--- config.mk ---
export PLATFORM = sky130hd
export DESIGN_NAME = wb_shadow_flat
export DESIGN_NICKNAME = d
export VERILOG_FILES = /design/src/rtl/wb_shadow_if.sv /design/src/rtl/wb_shadow.sv /design/src/flat_wrapper.sv
export SDC_FILE = /design/constraint.sdc
export NUM_CORES = 1
export LEC_CHECK = 0
export BUFFER_PORTS_ARGS = -buffer_cell sky130_fd_sc_hd__clkbuf_2
export CAP_MARGIN = 20
export CORE_ASPECT_RATIO = 0.6
export CORE_MARGIN = 5
export CORE_UTILIZATION = 53
export CTS_BUF_LIST = sky130_fd_sc_hd__clkbuf_2 sky130_fd_sc_hd__clkbuf_4 sky130_fd_sc_hd__clkbuf_8
export DETAILED_ROUTE_END_ITERATION = 8
export GPL_ROUTABILITY_DRIVEN = 0
export PLACE_DENSITY = 0.79
export SLEW_MARGIN = 20
export SYNTH_ARGS = -nofsm -noshare
export SYNTH_HDL_FRONTEND = slang
export SYNTH_SLANG_ARGS = --single-unit
--- constraint.sdc ---
create_clock -name clk -period 3.3 [get_ports clk]
set_input_delay 0.825 -clock clk [delete_from_list [all_inputs] [get_ports clk]]
set_output_delay 0.825 -clock clk [all_outputs]
set_load 0.05 [all_outputs]
--- src/rtl/wb_shadow_if.sv ---
// Bundles the writeback, stall and lookup signals shared by the shadow buffer and the forwarding logic.
// slave = shadow buffer side, master = pipeline/forwarding side.
interface wb_shadow_if #(
    parameter int XLEN = 64,
    parameter int AW   = 5
);
    logic            flush;
    logic            stall_e;
    logic            wstat;
    logic            wregwrite;
    logic [AW-1:0]   wdst;
    logic [XLEN-1:0] wd;
    logic [AW-1:0]   era1;
    logic [AW-1:0]   era2;
    logic            hit1;
    logic [XLEN-1:0] data1;
    logic            hit2;
    logic [XLEN-1:0] data2;
    logic            shas_value;
    logic [AW-1:0]   swa;
    logic [XLEN-1:0] sregwd;
    logic            full;
    logic            ovf;

    modport slave (
        input  flush, stall_e, wstat, wregwrite, wdst, wd, era1, era2,
        output hit1, data1, hit2, data2, shas_value, swa, sregwd, full, ovf
    );

    modport master (
        output flush, stall_e, wstat, wregwrite, wdst, wd, era1, era2,
        input  hit1, data1, hit2, data2, shas_value, swa, sregwd, full, ovf
    );
endinterface

--- src/rtl/wb_shadow.sv ---
// Shadow buffer for W-stage register writes that retire while E is stalled; serves them to forwarding.
// Latency: captured write visible on lookups next cycle (same cycle when WB_SHADOW_BYPASS_EN is defined).
// Backpressure: full asserts when all DEPTH slots hold distinct registers; writes beyond that are dropped and flagged in sticky ovf.
module wb_shadow #(
    parameter int DEPTH = 4,
    parameter int XLEN  = 64,
    parameter int AW    = 5
) (
    input  logic        clk,
    input  logic        reset,
    wb_shadow_if.slave  bus
);
    localparam int IW = (DEPTH > 1) ? $clog2(DEPTH) : 1;
    localparam int CW = $clog2(DEPTH + 1);

    localparam logic [0:0] IDLE    = 1'b0;
    localparam logic [0:0] CAPTURE = 1'b1;

    logic [0:0]      state_q, state_d;
    logic [CW-1:0]   count_q, count_d;
    logic [IW-1:0]   newest_q, newest_d;
    logic            ovf_q, ovf_d;
    logic [AW-1:0]   addr_q [DEPTH];
    logic [AW-1:0]   addr_d [DEPTH];
    logic [XLEN-1:0] data_q [DEPTH];
    logic [XLEN-1:0] data_d [DEPTH];

    logic [DEPTH-1:0] valid;
    logic             wvalid;
    logic             full_w;
    logic             wr_match;
    logic [IW-1:0]    match_idx;
    logic [IW-1:0]    alloc_idx;
    logic             byp_vld;

    assign wvalid    = bus.wstat & bus.wregwrite & (bus.wdst != '0);
    assign full_w    = (count_q == CW'(DEPTH));
    assign alloc_idx = IW'(count_q);

    // Slots fill in order from 0, so validity is simply "index below count".
    always_comb begin
        valid = '0;
        for (int i = 0; i < DEPTH; i++) begin
            valid[i] = (CW'(i) < count_q);
        end
    end

    always_comb begin
        wr_match  = 1'b0;
        match_idx = '0;
        for (int i = 0; i < DEPTH; i++) begin
            if (valid[i] && (addr_q[i] == bus.wdst)) begin
                wr_match  = 1'b1;
                match_idx = IW'(i);
            end
        end
    end

`ifdef WB_SHADOW_BYPASS_EN
    assign byp_vld = bus.stall_e & wvalid & ~bus.flush & (wr_match | ~full_w);
`else
    assign byp_vld = 1'b0;
`endif

    always_comb begin
        state_d  = state_q;
        count_d  = count_q;
        newest_d = newest_q;
        ovf_d    = ovf_q;
        addr_d   = addr_q;
        data_d   = data_q;
        if (bus.flush) begin
            state_d  = IDLE;
            count_d  = '0;
            newest_d = '0;
        end else if (state_q == CAPTURE && !bus.stall_e) begin
            state_d  = IDLE;
            count_d  = '0;
            newest_d = '0;
        end else if (bus.stall_e) begin
            state_d = CAPTURE;
            if (wvalid) begin
                if (wr_match) begin
                    data_d[match_idx] = bus.wd;
                    newest_d          = match_idx;
                end else if (!full_w) begin
                    addr_d[alloc_idx] = bus.wdst;
                    data_d[alloc_idx] = bus.wd;
                    count_d           = count_q + 1'b1;
                    newest_d          = alloc_idx;
                end else begin
                    ovf_d = 1'b1;
                end
            end
        end
    end

    always_ff @(posedge clk) begin
        if (!reset) begin
            state_q  <= IDLE;
            count_q  <= '0;
            newest_q <= '0;
            ovf_q    <= 1'b0;
            for (int i = 0; i < DEPTH; i++) begin
                addr_q[i] <= '0;
                data_q[i] <= '0;
            end
        end else begin
            state_q  <= state_d;
            count_q  <= count_d;
            newest_q <= newest_d;
            ovf_q    <= ovf_d;
            addr_q   <= addr_d;
            data_q   <= data_d;
        end
    end

    // A register is held in at most one slot, so OR-ing masked data yields the unique match.
    always_comb begin
        bus.hit1  = 1'b0;
        bus.data1 = '0;
        bus.hit2  = 1'b0;
        bus.data2 = '0;
        for (int i = 0; i < DEPTH; i++) begin
            if (valid[i] && (addr_q[i] == bus.era1) && (bus.era1 != '0)) begin
                bus.hit1  = 1'b1;
                bus.data1 = bus.data1 | data_q[i];
            end
            if (valid[i] && (addr_q[i] == bus.era2) && (bus.era2 != '0)) begin
                bus.hit2  = 1'b1;
                bus.data2 = bus.data2 | data_q[i];
            end
        end
        if (byp_vld && (bus.wdst == bus.era1)) begin
            bus.hit1  = 1'b1;
            bus.data1 = bus.wd;
        end
        if (byp_vld && (bus.wdst == bus.era2)) begin
            bus.hit2  = 1'b1;
            bus.data2 = bus.wd;
        end
    end

    always_comb begin
        bus.shas_value = (count_q != '0);
        bus.swa        = '0;
        bus.sregwd     = '0;
        if (count_q != '0) begin
            bus.swa    = addr_q[newest_q];
            bus.sregwd = data_q[newest_q];
        end
        if (byp_vld) begin
            bus.shas_value = 1'b1;
            bus.swa        = bus.wdst;
            bus.sregwd     = bus.wd;
        end
    end

    assign bus.full = full_w;
    assign bus.ovf  = ovf_q;

endmodule
--- src/flat_wrapper.sv ---
// flat-port wrapper written by rule: the top's interface ports become plain ports
module wb_shadow_flat 
#(
    parameter int DEPTH = 4,
    parameter int XLEN  = 64,
    parameter int AW    = 5
)
  (clk, reset, bus_flush, bus_stall_e, bus_wstat, bus_wregwrite, bus_wdst, bus_wd, bus_era1, bus_era2, bus_hit1, bus_data1, bus_hit2, bus_data2, bus_shas_value, bus_swa, bus_sregwd, bus_full, bus_ovf);
  wb_shadow_if #(.XLEN(XLEN), .AW(AW)) bus_i ();
  input  logic clk;
  input  logic reset;
  input wire logic [$bits(bus_i.flush)-1:0] bus_flush;
  input wire logic [$bits(bus_i.stall_e)-1:0] bus_stall_e;
  input wire logic [$bits(bus_i.wstat)-1:0] bus_wstat;
  input wire logic [$bits(bus_i.wregwrite)-1:0] bus_wregwrite;
  input wire logic [$bits(bus_i.wdst)-1:0] bus_wdst;
  input wire logic [$bits(bus_i.wd)-1:0] bus_wd;
  input wire logic [$bits(bus_i.era1)-1:0] bus_era1;
  input wire logic [$bits(bus_i.era2)-1:0] bus_era2;
  output wire logic [$bits(bus_i.hit1)-1:0] bus_hit1;
  output wire logic [$bits(bus_i.data1)-1:0] bus_data1;
  output wire logic [$bits(bus_i.hit2)-1:0] bus_hit2;
  output wire logic [$bits(bus_i.data2)-1:0] bus_data2;
  output wire logic [$bits(bus_i.shas_value)-1:0] bus_shas_value;
  output wire logic [$bits(bus_i.swa)-1:0] bus_swa;
  output wire logic [$bits(bus_i.sregwd)-1:0] bus_sregwd;
  output wire logic [$bits(bus_i.full)-1:0] bus_full;
  output wire logic [$bits(bus_i.ovf)-1:0] bus_ovf;
  assign bus_i.flush = bus_flush;
  assign bus_i.stall_e = bus_stall_e;
  assign bus_i.wstat = bus_wstat;
  assign bus_i.wregwrite = bus_wregwrite;
  assign bus_i.wdst = bus_wdst;
  assign bus_i.wd = bus_wd;
  assign bus_i.era1 = bus_era1;
  assign bus_i.era2 = bus_era2;
  assign bus_hit1 = bus_i.hit1;
  assign bus_data1 = bus_i.data1;
  assign bus_hit2 = bus_i.hit2;
  assign bus_data2 = bus_i.data2;
  assign bus_shas_value = bus_i.shas_value;
  assign bus_swa = bus_i.swa;
  assign bus_sregwd = bus_i.sregwd;
  assign bus_full = bus_i.full;
  assign bus_ovf = bus_i.ovf;
  wb_shadow #(.DEPTH(DEPTH), .XLEN(XLEN), .AW(AW)) u_core (.clk(clk), .reset(reset), .bus(bus_i));
endmodule
==> results by group <==
Run status
  – Status: complete, but fails checks
  – Failing checks: setup timing

Routing
  – DRC viols: 0
  – Iter 0 DRT Violations: 1,868
  – Vias per cell: 6.484
  – Routed Antenna Nets: 0
  – Drt wl/cell: 23.88 um
  – Drt pass-1 iters: 5
  – Final wirelength: 55,340 um
  – Vias: 15,020

Global routing
  – GRT Total Usage: 30.82%
  – Number of global-route vias before repair: 14,960
  – Pin count of the biggest net entering global routing: 84
  – Initial antenna violation count: 5
  – First-pass GRT wire length: 84,860 um
  – Total gr overflow: 0

Layout
  – Layout cells sized above 1: 35.50%
  – Post-layout nets: 1,960
  – P&R area growth vs syn: 32.13%
  – Post-Layout Cell Count: 2,317

Yosys
  – Asr flop ratio synth: 0%
  – Mapped Nets: 1,712
  – Post-synth EDFFs: 0
  – Synth Instances: 1,623
  – Syn Std Cell Area: 16,050 um^2
  – Seq/Total Area, Yosys: 35.29%
  – Synthesized area per cell: 9.891 um^2
  – Flops & latches, synth: 283
  – Ys Warns: 0
  – Synth cell types: 37
  – Top_reg_cell synth: dfxtp_1

Setup path
  – CP max FO: 37
  – CP cell instances: buf_8, or4_4, nor2_4, buf_6, nor4_4, buf_12, a22o_1, a221o_2, buf_12
  – CP most frequent cell: buf_12
  – Crit start category: input port
  – CP required: 2.47 ns
  – Critical Setup Path Class: in -> out
  – Crit-path slowest cell: or4_4
  – Slowest stage delay, CP: 0.54 ns
  – Setup crit end kind: output port
  – CP Data Arrival Time: 2.78 ns

CTS
  – CTS tree: yes
  – Htree depth: 2
  – TritonCTS Sinks: 283
  – CTS Buffer Depth: 3
  – Root Driver: clkbuf_8
  – Worst skew pair latency: 0.59 ns
  – Num CTS Buffers: 44
  – Clk slew on worst S/H paths: 0.07 ns

Timing
  – Fin crit share: 109.4%
  – Final setup fails: 130
  – Slew headroom: 60.48%
  – Fin. max-slew vios: 0
  – Worst Clk Skew: 0.02822 ns
  – Tightest Pin Transition: 0.5909 ns
  – Final hold vios: 0
  – Clock period minus worst slack: 3.609 ns
  – Unrepaired setup endpoints after global routing: yes
  – Max Clk Rate: 0.2771 GHz
  – Final Worst Setup Slack: -0.3090 ns

Min path
  – Worst Hold Class: reg -> reg

Placement
  – DP HPWL: 34,620 um
  – Placed Cells: 2,214
  – PortBufs: 286

Pwr
  – Static leakage: 0.008359 uW
  – Peak VDD IR: 265.9 uV
  – PwrDens: 336.3 nW/um^2
  – Total power: 7133 uW

Die
  – I/O pins: 287
  – Core area: 29,920 um^2
  – Die ar.: 33,980 um^2
  – Die X-Extent: 234.7 um
  – Die Span Y: 144.8 um
  – # rows: 49
  – Starting Density: 53.66%

Run
  – Total of max-cap violations: 0
metal layers:
layer	vias up	wire length (um)	global-route usage, %
met5	-	0	0
li1	6568	-	-
met4	0	1576	12.40
met2	1041	25340	49.22
met1	7281	22630	41.66
met3	134	5790	6.288
sequential cells by signal (all words and copies together), names as in the netlist:
| signal | flops |
|---|---|
| u_core.addr_q | 20 |
| u_core.bus.ovf | 1 |
| u_core.count_q | 3 |
| u_core.data_q | 256 |
| u_core.newest_q | 2 |
| u_core.state_q | 1 |
where the power goes:
| group | switching [uW] | leakage [uW] | internal, uW |
|---|---|---|---|
| Combinational | 231 | 0.00556 | 179 |
| Clock | 1460 | 0.000514 | 1800 |
| Sequential | 24.8 | 0.00228 | 3430 |
| Total | 1720 | 0.00836 | 5420 |
cell usage after synthesis (all sizes together) (3+ instances only):
master | n | area share [%]
dfxtp | 283 | 35
mux2i | 214 | 13
nand2 | 163 | 3.8
nor2b | 129 | 5.0
a221o | 128 | 8.0
a22o | 128 | 7.0
clkbuf | 112 | 2.6
and2 | 72 | 2.8
mux4 | 69 | 9.7
nand3 | 69 | 2.2
o21ai | 66 | 2.2
buf | 61 | 2.1
xnor2 | 36 | 2.0
xor2 | 26 | 1.4
nand4 | 13 | 0.51
nor2 | 10 | 0.23
nor4 | 10 | 0.39
inv | 5 | 0.12
ha | 4 | 0.31
or4 | 4 | 0.19
and3 | 3 | 0.12
nor3 | 3 | 0.094
cell type report:
cell class | instances | area [um^2]
Antenna cell | 5 | 12.51
Sequential cell | 283 | 5673
Fill cell | 2126 | 8708
Clock buffer | 65 | 844.6
Multi-Input combinational cell | 1162 | 9922
Timing Repair Buffer | 375 | 4104
Clock inverter | 14 | 125.1
Tap cell | 408 | 510.5
Inverter | 5 | 18.77
logic make-up (layout without fill, tap and decap cells):
| family | after synthesis | in the layout | share of synthesized area, % |
|---|---|---|---|
| other | 0 | 5 | 0 |
| flip-flops | 283 | 283 | 35.29 |
| AND/OR/NAND/NOR | 480 | 480 | 15.54 |
| AO/OA/AOI/OAI | 333 | 333 | 17.62 |
| adder cells (fa/ha/maj) | 4 | 4 | 0.3118 |
| XOR/XNOR | 62 | 62 | 3.383 |
| buffers and inverters | 178 | 459 | 4.825 |
| multiplexers | 283 | 283 | 23.02 |
timing repair:
action,in CTS,in global routing
pin swaps,3,3
buffers inserted,7,8
setup endpoints to repair,140,136
hold buffers,0,0
cloned,2,2
resized for setup,206,67
cells in the final DEF, fill, tap and decap left out, types with 4 or more instances in the layout:
cell / n
clkbuf_4: 8
clkbuf_2: 151
o21ai_1: 16
ha_1: 4
clkinv_2: 10
xnor2_1: 36
xor2_1: 26
clkbuf_8: 101
or4_4: 4
nand4_1: 13
buf_6: 6
nor2_1: 8
buf_4: 44
nor4_4: 5
nand3_1: 69
dfxtp_1: 281
and2_1: 72
o21ai_2: 4
mux2i_1: 214
a221o_2: 128
nand2_1: 163
inv_1: 5
buf_8: 56
o21ai_0: 46
buf_12: 67
diode_2: 5
a22o_1: 128
nor2b_1: 129
mux4_2: 69
path summary, 6_finish.rpt:
check                         start                  to  slack (ns)  cells past startpoint
setup / recovery        bus_era1[2]       bus_data1[28]       -0.31                      9
hold / removal    u_core.data_q[61]   u_core.data_q[61]        0.49                      2
setup reg to reg  u_core.addr_q[13]  u_core.data_q[152]        0.68                      8
hold reg to reg   u_core.data_q[61]   u_core.data_q[61]        0.49                      2
per-stage QoR:
stage | worst slack, ns | hold WS, ns | instance area (um^2) | utilization, % | setup TNS [ns]
after floorplan | -0.1819 | 0.4576 | 16460 | - | -18.80
after global placement | -0.3529 | 0.4724 | 18980 | 63.44 | -37.83
after detailed placement | -0.3752 | 0.4834 | 18980 | 63.44 | -39.44
after CTS | -0.3051 | 0.4834 | 20960 | 70.06 | -30.41
after global routing | -0.3362 | 0.5184 | 21210 | 70.89 | -34.78
final | -0.3090 | 0.4934 | 21210 | 70.89 | -30.40
critical path, delay by kind of cell:
family / cells / cell delay [ns]
AO/OA/AOI/OAI: 2 / 0.57
AND/OR/NAND/NOR: 3 / 0.76
buffers and inverters: 4 / 0.60
(Power assumes the default switching activity.)
